File: config.mk
export PLATFORM = sky130hd
export DESIGN_NAME = serial_sub_ctrl
export DESIGN_NICKNAME = d
export VERILOG_FILES = /design/src/rtl/serial_sub_ctrl_pkg.sv /design/src/rtl/serial_sub_bit.sv /design/src/rtl/serial_sub_ctrl.sv
export SDC_FILE = /design/constraint.sdc
export NUM_CORES = 1
export LEC_CHECK = 0
export ABC_AREA = 1
export CAP_MARGIN = 20
export CORE_ASPECT_RATIO = 0.9
export CORE_MARGIN = 5
export CORE_UTILIZATION = 38
export CTS_CLUSTER_SIZE = 24
export DETAILED_ROUTE_END_ITERATION = 7
export GPL_TIMING_DRIVEN = 1
export PLACE_DENSITY = 0.6
export SLEW_MARGIN = 30
export SYNTH_ARGS = -nofsm -noshare
export SYNTH_HDL_FRONTEND = slang
export SYNTH_SLANG_ARGS = --single-unit
export TNS_END_PERCENT = 30
File: constraint.sdc
create_clock -name clk -period 1.3 [get_ports clk]
set_input_delay 0.39 -clock clk [delete_from_list [all_inputs] [get_ports clk]]
set_output_delay 0.39 -clock clk [all_outputs]
set_load 0.05 [all_outputs]
File: src/rtl/serial_sub_ctrl_pkg.sv
// ---------------------------------------------------------------------------
// serial_sub_ctrl_pkg
//   Shared definitions for the bit-serial subtract controller.
//   Contents:
//     state_e : FSM state encoding (IDLE/RUN/DONE). The fourth code, S_BAD,
//               is unreachable in normal operation and decodes back to IDLE.
// ---------------------------------------------------------------------------
package serial_sub_ctrl_pkg;

   typedef enum logic [1:0] {
      S_IDLE = 2'd0,
      S_RUN  = 2'd1,
      S_DONE = 2'd2,
      S_BAD  = 2'd3
   } state_e;

endpackage : serial_sub_ctrl_pkg

File: src/rtl/serial_sub_bit.sv
// ---------------------------------------------------------------------------
// serial_sub_bit
//   Combinational 1-bit full subtractor: computes a - b - bin for one bit.
//   Ports:
//     a    in  1  minuend bit
//     b    in  1  subtrahend bit
//     bin  in  1  borrow in
//     diff out 1  difference bit
//     bout out 1  borrow out
// ---------------------------------------------------------------------------
module serial_sub_bit (
   input  logic a,
   input  logic b,
   input  logic bin,
   output logic diff,
   output logic bout
);

   always_comb begin
      diff = a ^ b ^ bin;
      // Borrow when b exceeds a outright, or when a==b and a borrow is pending.
      bout = (~a & b) | (~(a ^ b) & bin);
   end

endmodule : serial_sub_bit

File: src/rtl/serial_sub_ctrl.sv
// ---------------------------------------------------------------------------
// serial_sub_ctrl
//   Bit-serial subtract controller. Runs one serial_sub_bit cell over a
//   WIDTH-bit operand pair, LSB first, one bit per clock, computing
//   diff = a - b - bin.
//   Handshake: start is sampled only in IDLE; a/b/bin are captured on that
//   edge. busy is high throughout RUN; done pulses for one cycle when
//   diff/bout hold the finished result. start in RUN/DONE is dropped.
//   Ports:
//     clk    in   1      clock, rising edge
//     rst_n  in   1      asynchronous active-low reset
//     start  in   1      request
//     a      in   WIDTH  minuend
//     b      in   WIDTH  subtrahend
//     bin    in   1      initial borrow-in
//     busy   out  1      high while in RUN
//     done   out  1      one-cycle result-valid pulse
//     diff   out  WIDTH  result register (partial values visible during RUN)
//     bout   out  1      final borrow-out (1 => a < b + bin, unsigned)
//   Internal state_q holds the FSM state for observation.
// ---------------------------------------------------------------------------
module serial_sub_ctrl
   import serial_sub_ctrl_pkg::*;
#(
   parameter int WIDTH = 8
) (
   input  logic             clk,
   input  logic             rst_n,
   input  logic             start,
   input  logic [WIDTH-1:0] a,
   input  logic [WIDTH-1:0] b,
   input  logic             bin,
   output logic             busy,
   output logic             done,
   output logic [WIDTH-1:0] diff,
   output logic             bout
);

   localparam int CNT_W = (WIDTH > 1) ? $clog2(WIDTH) : 1;
   // Terminal count is compared explicitly so non-power-of-2 widths work.
   localparam logic [CNT_W-1:0] CNT_LAST = CNT_W'(WIDTH - 1);

   state_e             state_q, state_d;
   logic [CNT_W-1:0]   cnt_q,   cnt_d;
   logic [WIDTH-1:0]   a_sh_q,  a_sh_d;
   logic [WIDTH-1:0]   b_sh_q,  b_sh_d;
   logic               br_q,    br_d;
   logic [WIDTH-1:0]   diff_q,  diff_d;
   logic               bout_q,  bout_d;

   logic               cell_d;
   logic               cell_bo;

   serial_sub_bit u_bit (
      .a    (a_sh_q[0]),
      .b    (b_sh_q[0]),
      .bin  (br_q),
      .diff (cell_d),
      .bout (cell_bo)
   );

   always_ff @(posedge clk or negedge rst_n) begin
      if (!rst_n) begin
         state_q <= S_IDLE;
         cnt_q   <= '0;
         a_sh_q  <= '0;
         b_sh_q  <= '0;
         br_q    <= 1'b0;
         diff_q  <= '0;
         bout_q  <= 1'b0;
      end else begin
         state_q <= state_d;
         cnt_q   <= cnt_d;
         a_sh_q  <= a_sh_d;
         b_sh_q  <= b_sh_d;
         br_q    <= br_d;
         diff_q  <= diff_d;
         bout_q  <= bout_d;
      end
   end

   always_comb begin
      state_d = state_q;
      cnt_d   = cnt_q;
      a_sh_d  = a_sh_q;
      b_sh_d  = b_sh_q;
      br_d    = br_q;
      diff_d  = diff_q;
      bout_d  = bout_q;

      case (state_q)
         S_IDLE: begin
            if (start) begin
               state_d = S_RUN;
               a_sh_d  = a;
               b_sh_d  = b;
               br_d    = bin;
               cnt_d   = '0;
            end
         end

         S_RUN: begin
            // Result bits enter at the MSB so after WIDTH shifts bit 0 of
            // the operands has landed in diff[0].
            diff_d = {cell_d, diff_q[WIDTH-1:1]};
            a_sh_d = a_sh_q >> 1;
            b_sh_d = b_sh_q >> 1;
            br_d   = cell_bo;
            cnt_d  = cnt_q + CNT_W'(1);
            if (cnt_q == CNT_LAST) begin
               state_d = S_DONE;
               bout_d  = cell_bo;
            end
         end

         S_DONE: begin
            state_d = S_IDLE;
         end

         default: begin
            state_d = S_IDLE;
         end
      endcase
   end

   // Outputs decode registered state only; no input reaches them combinationally.
   assign busy = (state_q == S_RUN);
   assign done = (state_q == S_DONE);
   assign diff = diff_q;
   assign bout = bout_q;

endmodule : serial_sub_ctrl

==> results.toml, run 1 <==
[cells_and_area]
fin_nets = 269
utilization_pct = 58.7
layout.cells.non_filler = 295
final_layout_size_suffix_gt1_share_pct = 21.1
antennaDiodeCount = 0
fill_cells = 359
syn2layout_area_growth_pct = 51.0
final_cell_mix = "nand2_1 (63), inv_1 (40), dfrtp_1 (31), nand3_1 (23), clkdlybuf4s50_1 (19)"
fin_area_um2 = 2360
final_common_cell = "nand2_1"

[setup_path]
critical_path_class = "flip-flop to output port"
setup.worst_path.start_class = "flip-flop"
slowest_delay_ps = 410
slowest_stage = "dfrtp_1"
path_cells = "buf_12, nor2_4, buf_12"
path_common_cell = "buf_12"
arrival_ps = 1080
cp.required_ps = 910
crit_fanout = 2
setup.worst_path.end_class = "output port"

[die]
num_rows = 22
start_util_pct = 38.9
die_h_um = 70.8
core_um2 = 4020
io_pins = 31
die-area_um2 = 5500
die_w_um = 77.6

[placement]
gp_congestion = 0.733
port-buffer-count = 30
place_area_um2 = 2080
post-dp-hpwl_um = 2310
pre_cts_ws_ps = -345
placedCellCount = 277

[routing]
vias_per_cell = 4.59
vias = 1353
first_pass_iters = 4
post_drt_wl_per_cell_um = 12.4
ant_nets = 0
wl_um = 3650
drc_errors = 0
dr.first_iter.drc_count = 90

[synthesis]
synth_cells = 199
ys_seq_area_share_pct = 49.6
postSynthRegisterBits = 31
synth_cell_type_count = 17
avgSynthCellArea_um2 = 7.85
synth_top_area_share_pct = 49.6
syn-num-nets = 222
synth_area_um2 = 1560
yosysTopAreaCell = "dfrtp_1"
ys_top_cells_by_area = "dfrtp_1 (50%), nand2_1 (15%), nand3_1 (9.9%)"
yosys_warnings = 0

[clocking]
clkTransAtPathRegs_ps = 60
cts_tree = "done"
ctsLongestPathBuffers = 2
root_buffer = "clkbuf_8"
htreeDepth = 2
cts.sinks = 31
cts_buffers = 5
insertion_delay_ps = 280

[global_routing]
grt_pass1_vias = 1366
antenna_found_initial = 0
overflow = 0
grt_start_max_net_pins = 32
grt_pass1_wl_um = 6330
grtUsageTotal_pct = 14.2

[timing]
min_period_over_period_pct = 113
max_freq_mhz = 680
rsz0062_at_grt = "yes"
relSlewSlack_pct = 81.1
tightest_slew_ps = 283
setup_slack_ps = -170
hold_violations = 0
holdWs_ps = 465
post-route-min-period_ps = 1470
skew_ps = 2.78
setup_viol = 2
drv_slew = 0

[power_and_ir_drop]
powerDensity_nw_per_um2 = 2540
ir_drop_v = 0.00158
leakage_nw = 1.24

[run_status]
status = "finished, violations left"
violations = "negative setup slack"

[worst_hold_path]
hold_path_class = "input port to asynchronous set/reset pin"

[flow_run]
maxCapViolations = 0
## final timing paths
kind | from | to | slack, ps | cells after the start
setup reg to reg | state_q[1] | b_sh_q[1] | 20 | 8
hold reg to reg | b_sh_q[4] | b_sh_q[4] | 480 | 2
hold / removal | rst_n | diff[3] | 470 | 2
min in group clk | b_sh_q[4] | b_sh_q[4] | 480 | 2
max in group asynchronous | rst_n | b_sh_q[5] | 670 | 2
setup / recovery | state_q[0] | done | -170 | 3
## timing repair
| item | CTS | global route |
|---|---|---|
| setup endpoints to repair | 20 | 21 |
| setup buffers | 5 | 4 |
| cloned | 0 | 1 |
| gates resized for setup | 1 | 18 |
| hold buffers | 0 | 0 |
| pin swaps | 1 | 4 |
## area by class of cell
class	count	area, um^2	share of cell area [%]
clock buffers	7	76.3	3.23
multi-input cells	118	634	26.9
clock inverters	1	5.00	0.212
well taps	48	60.1	2.55
flip-flops and latches	31	776	32.9
repair buffers	49	652	27.6
inverters	41	156	6.63
## critical path, delay by kind of cell, from the launching register on
family / cells / cell delay, ps
buffers and inverters: 2 / 280
DFF: 1 / 410
and+or+nand+nor: 1 / 100
## synthesized netlist by cell type (all sizes together)
library cell and n:
buf 9, nand3 31, nor2 4, a21oi 1
ha 2, dfrtp 31, o21ai 13, nand2 66
fa 1, inv 41
## logic make-up after synthesis
kind of cell / Yosys count / share of synthesized area [%]
simple gates: 101 / 27.4
flops: 31 / 49.6
fa+ha+maj: 3 / 2.88
compound gates: 14 / 5.44
buf+inv: 50 / 14.7
## power by group
group          internal, W  total [W]  switching [W]
Combinational      0.00165    0.00352        0.00186
Sequential         0.00143    0.00175       0.000324
Clock             0.000375   0.000719       0.000344
## sequential cells by signal (all words and copies together) (netlist names)
register  cells
a_sh_q        8
bout          1
state_q       2
b_sh_q        8
br_q          1
diff          8
cnt_q         3
## metrics by stage
stage | TNS (ps) | total power, W
6_report | -339 | 0.00599
5_1_grt | -614 | 0.00649
4_1_cts | -523 | 0.00574
3_5_place_dp | -6040 | 0.00484
3_3_place_gp | -5390 | 0.00482
2_1_floorplan | -32.3 | 0.00360
## per-layer routing
| metal | vias to the layer above | track usage, % | routed length [um] |
|---|---|---|---|
| li1 | 691 | - | - |
| met1 | 632 | 18.1 | 1640 |
| met2 | 23 | 22.8 | 1780 |
| met3 | 7 | 5.09 | 192 |
| met4 | 0 | 4.01 | 42 |
| met5 | - | 0 | 0 |
No activity file was read; power rests on OpenSTA's default activity.
==> run 2, diff against run 1 <==
--- a/config.mk
+++ b/config.mk
@@ -14,6 +14,7 @@
 export DETAILED_ROUTE_END_ITERATION = 7
 export GPL_TIMING_DRIVEN = 1
 export PLACE_DENSITY = 0.6
+export RECOVER_POWER = 50
 export SLEW_MARGIN = 30
 export SYNTH_ARGS = -nofsm -noshare
 export SYNTH_HDL_FRONTEND = slang
==> results.toml, run 2 (synthesized netlist as in run 1, its figures left out) <==
[run_status]
status = "finished, violations left"
violations = "negative setup slack"

[worst_hold_path]
hold_path_class = "flip-flop to flip-flop"
hold_path_depth = 2

[cells_and_area]
syn2layout_area_growth_pct = 50.0
antennaDiodeCount = 0
final_layout_size_suffix_gt1_share_pct = 21.1
fin_nets = 269
final_common_cell = "nand2_1"
final_cell_mix = "nand2_1 (63), inv_1 (40), dfrtp_1 (31), nand3_1 (23), clkdlybuf4s50_1 (19)"

[routing]
vias = 1353
wl_um = 3660
vias_per_cell = 4.59
post_drt_wl_per_cell_um = 12.4
drc_errors = 0
ant_nets = 0
dr.first_iter.drc_count = 90
first_pass_iters = 4

[die]
die-area_um2 = 5500
num_rows = 22
start_util_pct = 38.9
die_w_um = 77.6
core_um2 = 4020
io_pins = 31
die_h_um = 70.8

[timing]
skew_ps = 2.77
setup_slack_ps = -170
max_freq_mhz = 680
drv_slew = 0
hold_violations = 0
setup_viol = 2
min_period_over_period_pct = 113
relSlewSlack_pct = 55.5
tightest_slew_ps = 667
post-route-min-period_ps = 1470
rsz0062_at_grt = "yes"
holdWs_ps = 484

[placement]
gp_congestion = 0.733
pre_cts_ws_ps = -345
post-dp-hpwl_um = 2310
port-buffer-count = 30

[setup_path]
rrSetupSlack_ps = 20
critical_path_class = "flip-flop to output port"
worst_r2r_path_depth = 8
crit_fanout = 2
arrival_ps = 1080
setup.worst_path.start_class = "flip-flop"
cp.required_ps = 910
setup.worst_path.end_class = "output port"

[global_routing]
grt_pass1_wl_um = 6330
overflow = 0
grt_pass1_vias = 1366
grt_start_max_net_pins = 32
antenna_found_initial = 0
grtUsageTotal_pct = 14.2

[clocking]
root_buffer = "clkbuf_8"
ctsLongestPathBuffers = 2
cts.sinks = 31
cts_tree = "done"
postCtsHoldBufs = 0
htreeDepth = 2
clkTransAtPathRegs_ps = 60
insertion_delay_ps = 280
cts_buffers = 5

[power_and_ir_drop]
powerDensity_nw_per_um2 = 2550
seqPwrFrac_pct = 29.3
ir_drop_v = 0.00157
p_sw_share_pct = 42.3
p_comb_share_pct = 58.7
internal_power_w = 0.00345
leakage_nw = 1.24
power_frac_clock_pct = 12.0
p_sw_w = 0.00253

[flow_run]
maxCapViolations = 0
==> run 2: cell count changes in the layout (fill, tap and decap cells not counted) <==
cell / previous run / this run
buf_12: 16 / 15
buf_2: 0 / 1
==> run 2: routing by layer <==
metal / GRT usage, % / wire (um) / vias up
met5: 0 / 0 / -
met2: 22.8 / 1780 / 23
met4: 4.01 / 42 / 0
met1: 18.1 / 1650 / 632
met3: 5.09 / 192 / 7
li1: - / - / 691
==> run 2: repair_timing <==
action / 4_1_cts / 5_1_grt
pin swaps: 1 / 4
buffers inserted: 5 / 4
cloned: 0 / 1
gates resized for setup: 1 / 18
setup endpoints to repair: 20 / 21
==> run 2: area by class of cell <==
cell class                      count  area, um^2
Inverter                           41         156
Sequential cell                    31         776
Multi-Input combinational cell    118         634
Tap cell                           48        60.1
Fill cell                         360        1670
Clock inverter                      1        5.00
Clock buffer                        7        76.3
Timing Repair Buffer               49         637
==> run 2: final timing paths <==
| check | startpoint | end |
|---|---|---|
| max | state_q[0] | done |
| min | b_sh_q[4] | b_sh_q[4] |
| max reg2reg | state_q[1] | b_sh_q[1] |
| min reg2reg | b_sh_q[4] | b_sh_q[4] |
| max in group asynchronous | rst_n | b_sh_q[5] |
| min in group asynchronous | rst_n | diff[3] |
==> run 2: through the flow <==
step / cell area [um^2] / total power (W) / utilization [%] / instances / setup TNS, ps
floorplan: 1580 / 0.00360 / - / 199 / -32.3
global placement: 2080 / 0.00482 / 51.8 / 277 / -5390
detailed placement: 2080 / 0.00484 / 51.8 / 277 / -6040
CTS: 2220 / 0.00574 / 55.2 / 290 / -523
global route: 2340 / 0.00648 / 58.3 / 295 / -614
finish: 2340 / 0.00598 / 58.3 / 295 / -339
==> run 2: power by group through the flow <==
stage	logic [W]	clock network, W	registers (W)
2_1_floorplan	0.00154	0	0.00206
3_5_place_dp	0.00308	0	0.00177
5_1_grt	0.00387	0.000794	0.00182
4_1_cts	0.00324	0.000751	0.00175
3_3_place_gp	0.00306	0	0.00176
6_report	0.00351	0.000719	0.00175
==> run 2: critical path: stages (launching register included) <==
cell	delay (ps)
dfrtp_1	410
buf_12	140
nor2_4	100
buf_12	140
